**src/rtl/key_boot_pkg.sv**
```systemverilog
// Shared types and constants for the boot-time key loader.
package key_boot_pkg;

    typedef enum logic [2:0] {
        StIdle,
        StOtpReq,
        StWbWr,
        StDone,
        StError
    } boot_state_e;

    localparam logic [31:0]  KEY_BASE_DFLT  = 32'h0008_0000;
    localparam int unsigned  NUM_WORDS_DFLT = 24;
    localparam int unsigned  OTP_AW         = 5;

    localparam logic [2:0]   CTI_CLASSIC    = 3'b000;
    localparam logic [1:0]   BTE_LINEAR     = 2'b00;

    localparam logic [7:0] KEY_OFFSETS [NUM_WORDS_DFLT] = '{
        8'h00, 8'h04, 8'h08, 8'h0C, 8'h10, 8'h14, 8'h18, 8'h1C,
        8'h20, 8'h24, 8'h28, 8'h2C, 8'h30, 8'h34, 8'h38, 8'h3C,
        8'h40, 8'h44, 8'h48, 8'h4C, 8'h50, 8'h54, 8'h58, 8'h5C
    };

    function automatic logic [31:0] key_offset(input logic [OTP_AW-1:0] word);
        return {25'd0, word, 2'b00};
    endfunction

endpackage

```
**src/rtl/key_boot_loader.sv**
```systemverilog
// Boot-time Wishbone master: copies OTP key words into the key register window and
// holds the CPU in reset until every word has landed; any failure keeps the hold.
module key_boot_loader
    import key_boot_pkg::*;
#(
    parameter int unsigned dw          = 32,
    parameter int unsigned aw          = 32,
    parameter logic [31:0] KEY_BASE    = KEY_BASE_DFLT,
    parameter int unsigned NUM_WORDS   = NUM_WORDS_DFLT,
    parameter int unsigned OTP_TIMEOUT = 255,
    parameter bit          AUTO_START  = 1'b1
) (
    input  logic              wb_clk_i,
    input  logic              wb_rst_i,
    input  logic              start_i,
    output logic              otp_req_o,
    output logic [OTP_AW-1:0] otp_addr_o,
    input  logic              otp_valid_i,
    input  logic [31:0]       otp_data_i,
    input  logic              otp_err_i,
    output logic [aw-1:0]     wbm_adr_o,
    output logic [dw-1:0]     wbm_dat_o,
    output logic [3:0]        wbm_sel_o,
    output logic              wbm_we_o,
    output logic              wbm_cyc_o,
    output logic              wbm_stb_o,
    output logic [2:0]        wbm_cti_o,
    output logic [1:0]        wbm_bte_o,
    input  logic              wbm_ack_i,
    input  logic              wbm_err_i,
    output logic              busy_o,
    output logic              done_o,
    output logic              error_o,
    output logic              cpu_hold_o
);

    localparam logic [OTP_AW-1:0] LAST_IDX     = OTP_AW'(NUM_WORDS - 1);
    localparam logic [7:0]        TIMEOUT_LAST = 8'(OTP_TIMEOUT - 1);

    boot_state_e       state;
    logic [OTP_AW-1:0] idx;
    logic [7:0]        wait_cnt;
    logic [31:0]       key_word;
    logic              otp_fail;

    // A valid response in the final allowed cycle still counts; an error always wins.
    assign otp_fail  = otp_err_i || (!otp_valid_i && (wait_cnt == TIMEOUT_LAST));
    assign wbm_dat_o = dw'(key_word);

    always_ff @(posedge wb_clk_i or posedge wb_rst_i) begin
        if (wb_rst_i) begin
            state      <= StIdle;
            idx        <= '0;
            wait_cnt   <= '0;
            key_word   <= '0;
            otp_req_o  <= 1'b0;
            otp_addr_o <= '0;
            wbm_adr_o  <= '0;
            wbm_sel_o  <= '0;
            wbm_we_o   <= 1'b0;
            wbm_cyc_o  <= 1'b0;
            wbm_stb_o  <= 1'b0;
            wbm_cti_o  <= '0;
            wbm_bte_o  <= '0;
            busy_o     <= 1'b0;
            done_o     <= 1'b0;
            error_o    <= 1'b0;
            cpu_hold_o <= 1'b1;
        end else begin
            case (state)
                StIdle, StDone, StError: begin
                    if (start_i || (AUTO_START && (state == StIdle))) begin
                        state      <= StOtpReq;
                        idx        <= '0;
                        wait_cnt   <= '0;
                        otp_req_o  <= 1'b1;
                        otp_addr_o <= '0;
                        busy_o     <= 1'b1;
                        done_o     <= 1'b0;
                        error_o    <= 1'b0;
                        cpu_hold_o <= 1'b1;
                    end
                end
                StOtpReq: begin
                    if (otp_fail) begin
                        state     <= StError;
                        otp_req_o <= 1'b0;
                        busy_o    <= 1'b0;
                        error_o   <= 1'b1;
                    end else if (otp_valid_i) begin
                        state     <= StWbWr;
                        key_word  <= otp_data_i;
                        otp_req_o <= 1'b0;
                        wbm_adr_o <= aw'(KEY_BASE + key_offset(idx));
                        wbm_sel_o <= 4'hF;
                        wbm_we_o  <= 1'b1;
                        wbm_cyc_o <= 1'b1;
                        wbm_stb_o <= 1'b1;
                        wbm_cti_o <= CTI_CLASSIC;
                        wbm_bte_o <= BTE_LINEAR;
                    end else begin
                        wait_cnt <= wait_cnt + 8'd1;
                    end
                end
                StWbWr: begin
                    if (wbm_err_i || wbm_ack_i) begin
                        wbm_sel_o <= '0;
                        wbm_we_o  <= 1'b0;
                        wbm_cyc_o <= 1'b0;
                        wbm_stb_o <= 1'b0;
                    end
                    if (wbm_err_i) begin
                        state   <= StError;
                        busy_o  <= 1'b0;
                        error_o <= 1'b1;
                    end else if (wbm_ack_i) begin
                        if (idx == LAST_IDX) begin
                            state      <= StDone;
                            busy_o     <= 1'b0;
                            done_o     <= 1'b1;
                            cpu_hold_o <= 1'b0;
                        end else begin
                            state      <= StOtpReq;
                            idx        <= idx + 1'b1;
                            otp_addr_o <= idx + 1'b1;
                            otp_req_o  <= 1'b1;
                            wait_cnt   <= '0;
                        end
                    end
                end
                default: begin
                    // Unreachable encodings fail secure.
                    state     <= StError;
                    otp_req_o <= 1'b0;
                    wbm_cyc_o <= 1'b0;
                    wbm_stb_o <= 1'b0;
                    wbm_we_o  <= 1'b0;
                    busy_o    <= 1'b0;
                    error_o   <= 1'b1;
                end
            endcase
        end
    end

endmodule

```
**config.mk**
```make
export PLATFORM = sky130hd
export DESIGN_NAME = key_boot_loader
export DESIGN_NICKNAME = d
export VERILOG_FILES = /design/src/rtl/key_boot_pkg.sv /design/src/rtl/key_boot_loader.sv
export SDC_FILE = /design/constraint.sdc
export NUM_CORES = 1
export LEC_CHECK = 0
export BUFFER_PORTS_ARGS = -buffer_cell sky130_fd_sc_hd__buf_2
export CORE_MARGIN = 4
export CORE_UTILIZATION = 48
export CTS_CLUSTER_SIZE = 40
export DETAILED_ROUTE_END_ITERATION = 10
export PLACE_DENSITY_LB_ADDON = 0.12
export SYNTH_ARGS = -nofsm -noshare
export SYNTH_HDL_FRONTEND = slang
export SYNTH_SLANG_ARGS = --single-unit
```
**constraint.sdc**
```tcl
create_clock -name wb_clk_i -period 2.8 [get_ports wb_clk_i]
set_input_delay 0.56 -clock wb_clk_i [delete_from_list [all_inputs] [get_ports wb_clk_i]]
set_output_delay 0.56 -clock wb_clk_i [all_outputs]
set_load 0.01 [all_outputs]
```
Yosys cells after proc, flatten, opt, wreduce, memory -nomap -nowiden

Cells that the tools add are included.

Bits in registers: 90
Latch bits: 0
Bits in writable memories: 0
ROM bits: 0
Input bits: 39
Memories kept: 0

Add/subtract/negate cells: 3
Multiply operators: 0
Div/mod/pow operators: 0
Magnitude comparators: 0
Equal/unequal tests: 20
Shifts and indexed selects: 0
Mux-type cells: 49
Bitwise operators: 2
Reduce and logical (&&, ||, !) cells: 20

Operator list:

| operator                                                              | count |
|---|---|
| 8-bit 2-to-1 mux                                                      | 6 |
| 8-bit one-hot mux with 3 select lines                                 | 1 |
| 2-bit inequality test, second input constant                          | 11 |
| 20-bit by 7-bit adder with 21-bit output, first input constant        | 1 |
| 1-bit 2-to-1 mux                                                      | 20 |
| 5-bit 2-to-1 mux                                                      | 4 |
| 3-bit 2-to-1 mux                                                      | 5 |
| 5-bit AND reduction                                                   | 3 |
| 4-bit 2-to-1 mux                                                      | 3 |
| 1-bit one-hot mux with 3 select lines                                 | 4 |
| 4-bit AND reduction                                                   | 3 |
| 5-bit one-hot mux with 2 select lines                                 | 1 |
| 3-bit inequality test, second input constant                          | 3 |
| 3-bit one-hot mux with 3 select lines                                 | 1 |
| 3-bit AND reduction                                                   | 3 |
| 8-bit by 1-bit adder with 8-bit output, second input constant         | 1 |
| 8-bit equality test, second input constant                            | 1 |
| 4-bit one-hot mux with 2 select lines                                 | 1 |
| 7-bit AND reduction                                                   | 1 |
| 3-bit by 2-bit equality test with 1-bit output, second input constant | 2 |
| 5-bit by 1-bit adder with 5-bit output, second input constant         | 1 |
| 5-bit equality test, second input constant                            | 1 |
| 1-bit one-hot mux with 2 select lines                                 | 2 |
| 2-bit nonzero test                                                    | 2 |
| other kinds (10)                                                      | 13 |

Depth between registers and ports, before layout

Depth in word-level cells: 5
Depth in mapped cells: 7
Mapped depth without buffers: 7

Worst setup path before layout

OpenSTA, ideal clock, no wires.

Kind: reg-to-reg
Start: register idx[0]
End: register wait_cnt[6]
Setup time: 0.124 ns
Arrival: 1.900 ns
Data required time: 2.676 ns
Path slack: 0.776 ns
Cell stages (with the launch flop): 7
Path buffers: 0
Cells stage by stage: dfrtp_1 -> ha_1 -> and4b_1 -> a22o_1 -> or3_4 -> a21o_1 -> a211o_1

Longest elaborated chain between the ends: 3

RTL lines:

| element                         | line                   | RTL |
|---|---|---|
| from (decl)                     | key_boot_loader.sv:41  | `logic [OTP_AW-1:0] idx;` |
| from (signal assigned)          | key_boot_loader.sv:124 | `idx <= idx + 1'b1;` |
| 5-bit equality test             | key_boot_loader.sv:117 | `if (idx == LAST_IDX) begin` |
| 2-bit inequality test (no line) | --                     |  |
| 7-bit AND reduction (no line)   | --                     |  |
| to (signal assigned)            | key_boot_loader.sv:102 | `wait_cnt <= wait_cnt + 8'd1;` |
| to (decl)                       | key_boot_loader.sv:42  | `logic [7:0] wait_cnt;` |

No other way between the ends.
A chain may end at the register's enable or synchronous reset.

Worst setup path after layout

Start: register state[0]
End: register key_word[2], in the netlist wbm_dat_o[2]

Longest elaborated chain between the ends: 2

RTL lines:

| element                                        | line                  | RTL |
|---|---|---|
| from (decl)                                    | key_boot_loader.sv:40 | `boot_state_e state;` |
| from (signal assigned)                         | key_boot_loader.sv:52 | `state <= StIdle;` |
| from (signal assigned)                         | key_boot_loader.sv:73 | `state <= StOtpReq;` |
| from (signal assigned)                         | key_boot_loader.sv:86 | `state <= StError;` |
| 3-bit by 1-bit equality test with 1-bit output | key_boot_loader.sv:70 | `case (state)` |
| 3-bit AND reduction (no line)                  | --                    |  |
| to (signal assigned)                           | key_boot_loader.sv:92 | `key_word <= otp_data_i;` |
| to (decl)                                      | key_boot_loader.sv:43 | `logic [31:0] key_word;` |

No other way between the ends.

==> impl_metrics.ini <==
[layout]
syn2layout_area_growth_pct = 19.47
ff_latch_area_mm2 = 0.001528
fillers = 530
multi_input_area_mm2 = 0.001284
mostFrequentLayoutCell = buf_2
drive_above_1_share_pct = 40.27
n_antenna_cell = 0
layout_common_cells = 93 x buf_2, 60 x dfrtp_1, 32 x mux2_2
fin_area_mm2 = 0.003623
nNetsFinal = 412

[routing]
drcViolationCount = 0
routed_via_density = 5.060
met2WireLength_um = 3012
highest_layer = met4
first_pass_iters = 4
ant_nets = 0
vias = 2277
drt_iter0_drc = 105
met3_wirelength_um = 683
wl_um = 6471
wl_met1_um = 2735
wl_per_cell_um = 14.38

[power_and_ir_drop]
peakVddDrop_uv = 573.0
power_switching_w = 0.001210
p_per_area_mw_per_mm2 = 946.3
p_leak_nw = 1.860
combPwrFrac_pct = 37.0
seq_power_share_pct = 41.2
p_int_w = 0.002219
swShare_pct = 35.29
p_clk_share_pct = 21.8

[global_routing]
antenna_found_initial = 0
grt_use_total_pct = 17.66
overflow = 0
grt_pass1_vias = 2342
grt_max_degree = 41
grt_pass1_wl_um = 10530

[sta]
hold_violations = 0
clock_skew_ns = 0.01085
worst_pin_slew_ns = 0.5342
fin_crit_sh_pct = 79.33
finalSetupViolCount = 0
max_freq_mhz = 450.2
maxSlewHeadroom_pct = 64.19
fin_crit_ns = 2.221
slew_viol_final = 0
rsz0062_at_grt = no
fin_tns_setup_ns = 0

[logic_synthesis]
synthCells = 277
yosysTopAreaCell = dfrtp_1
yosys-top-cells-area = dfrtp_1 50%, mux2_2 12%, buf_4 8.9%
synth_top_area_share_pct = 49.50
syn_area_mm2 = 0.003033
ys_seq_area_share_pct = 50.37
synth.distinct_cells = 44
synth_area_per_cell_um2 = 10.95
yosys_warnings = 0
ys_ff_latch = 61

[clock_network]
cts_buffer_depth = 2
cts.sinks = 61
clk_pin_slew_ns = 0.07
cts_resized = 0
cts_setup_buffers = 0
clock-root-buffer = clkbuf_8
ctsHoldBuffers = 0
cts_made_buffers = 9
tritoncts = yes
clk_latency_ns = 0.33
htreeDepth = 3

[worst_setup_path]
crit_buf_inv = 1
cpLargestDelayFamily = simple AND/OR/NAND/NOR gates
max_stage_delay_ns = 0.61
arrival_ns = 2.43
endpoint_kind = flip-flop
crit_chain = and2b_1 -> nor2b_1 -> nand3_2 -> buf_4 -> mux2_1
path_max_fanout = 40
worstSetupPathType = flip-flop to flip-flop
critPathSlowestCell = dfrtp_1
start_kind = flip-flop
required_ns = 3.01

[floorplanning]
die_w_um = 87.49
die-area_mm2 = 0.007655
io_pins = 125
start_util_pct = 50.33
die_y_um = 87.49
core_mm2 = 0.006026
num_rows = 28

[place]
place_congestion = 0.9267
dp_hpwl_um = 4825
portBuffers = 93
placed_cell_area_mm2 = 0.003427

[status]
status = completed

[job]
max-cap-violations = 0

[worst_hold_path]
hold_class = primary input to asynchronous set/reset pin
[cells by family after synthesis]
logic type	share of synthesized area (%)
adder cells (fa/ha/maj)	1.238
other	0.1236
AND/OR/NAND/NOR	11.43
multiplexers	14.03
buffers and inverters	11.18
AO/OA/AOI/OAI	11.63
flip-flops	50.37
[synth_stat cells]
cell type / n
dfstp_2: 1
o31a_1: 1
o41ai_1: 1
a221o_1: 1
a21oi_1: 8
buf_4: 36
o21a_1: 4
dfrtp_1: 60
buf_2: 4
nor2b_1: 6
a2bb2oi_1: 1
a21o_1: 5
nor3_1: 4
nand4_1: 1
nor2_1: 9
nor3b_1: 1
a32o_2: 1
or4_1: 1
o2bb2ai_1: 2
or3_4: 1
nand2_1: 15
a211o_1: 1
mux2i_1: 2
mux2_2: 32
and4b_1: 1
a211oi_1: 2
o31ai_1: 2
mux2_1: 4
a21boi_0: 1
o21ai_0: 22
and2b_1: 1
or3_1: 2
and3_1: 2
nand2b_1: 6
a221oi_1: 1
o22ai_1: 1
inv_1: 9
nand3_1: 14
ha_1: 3
a22o_1: 1
clkbuf_1: 4
nor3_2: 1
or2_2: 1
conb_1: 1
[cell type report]
| type | count | area share [%] |
|---|---|---|
| Clock buffer | 13 | 4.938 |
| Multi-Input combinational cell | 193 | 35.43 |
| Timing Repair Buffer | 96 | 13.47 |
| Tap cell | 75 | 2.590 |
| Inverter | 9 | 0.9323 |
| Sequential cell | 61 | 42.16 |
| Clock inverter | 3 | 0.4834 |
[worst paths after layout]
path | start | to | slack [ns] | cells after the start
setup / recovery | state[0] | wbm_dat_o[2] | 0.58 | 5
hold / removal | wb_rst_i | wbm_dat_o[29] | 0.21 | 2
setup reg to reg | state[0] | wbm_dat_o[2] | 0.58 | 5
hold reg to reg | wbm_adr_o[19] | wbm_adr_o[19] | 0.47 | 1
max in group asynchronous | wb_rst_i | wbm_dat_o[17] | 1.92 | 3
min in group wb_clk_i | otp_data_i[3] | wbm_dat_o[3] | 0.44 | 2
[per-stage QoR]
stage / hold WS [ns] / setup WS (ns) / total power [W] / instances / utilization [%]
floorplan: 0.4726 / 0.7286 / 0.002280 / 307 / -
global placement: 0.4487 / 0.6614 / 0.002679 / 434 / 56.87
detailed placement: 0.4571 / 0.6134 / 0.002712 / 434 / 56.87
CTS: 0.2208 / 0.5918 / 0.003481 / 450 / 60.13
global route: 0.2328 / 0.4197 / 0.003677 / 450 / 60.13
finish: 0.2149 / 0.5786 / 0.003429 / 450 / 60.13
[power by group through the flow]
stage	Sequential [W]	Clock, W	Combinational, W
floorplan	0.00151	0	0.000767
global placement	0.00141	0	0.00126
detailed placement	0.00142	0	0.00129
CTS	0.00142	0.000776	0.00129
global route	0.00146	0.000815	0.00140
finish	0.00141	0.000746	0.00127
[metal layers]
layer,track usage (%),up-vias
met2,27.12,96
met1,21.02,1085
met4,6.974,0
met3,8.988,4
li1,-,1092
met5,0,-
[worst reg2reg max path, delay by kind of cell, from the launching register on]
family | cells | cell delay, ns
multiplexers | 1 | 0.37
flip-flops | 1 | 0.61
AND/OR/NAND/NOR | 3 | 0.83
buffers and inverters | 1 | 0.29
[registers in the layout (all words and copies together), names as in the netlist]
register / flops
busy_o: 1
cpu_hold_o: 1
done_o: 1
error_o: 1
idx: 5
otp_req_o: 1
state: 3
wait_cnt: 8
wbm_adr_o: 6
wbm_dat_o: 32
wbm_sel_o: 1
wbm_stb_o: 1
Note: power is estimated with default switching activity, not from simulation.
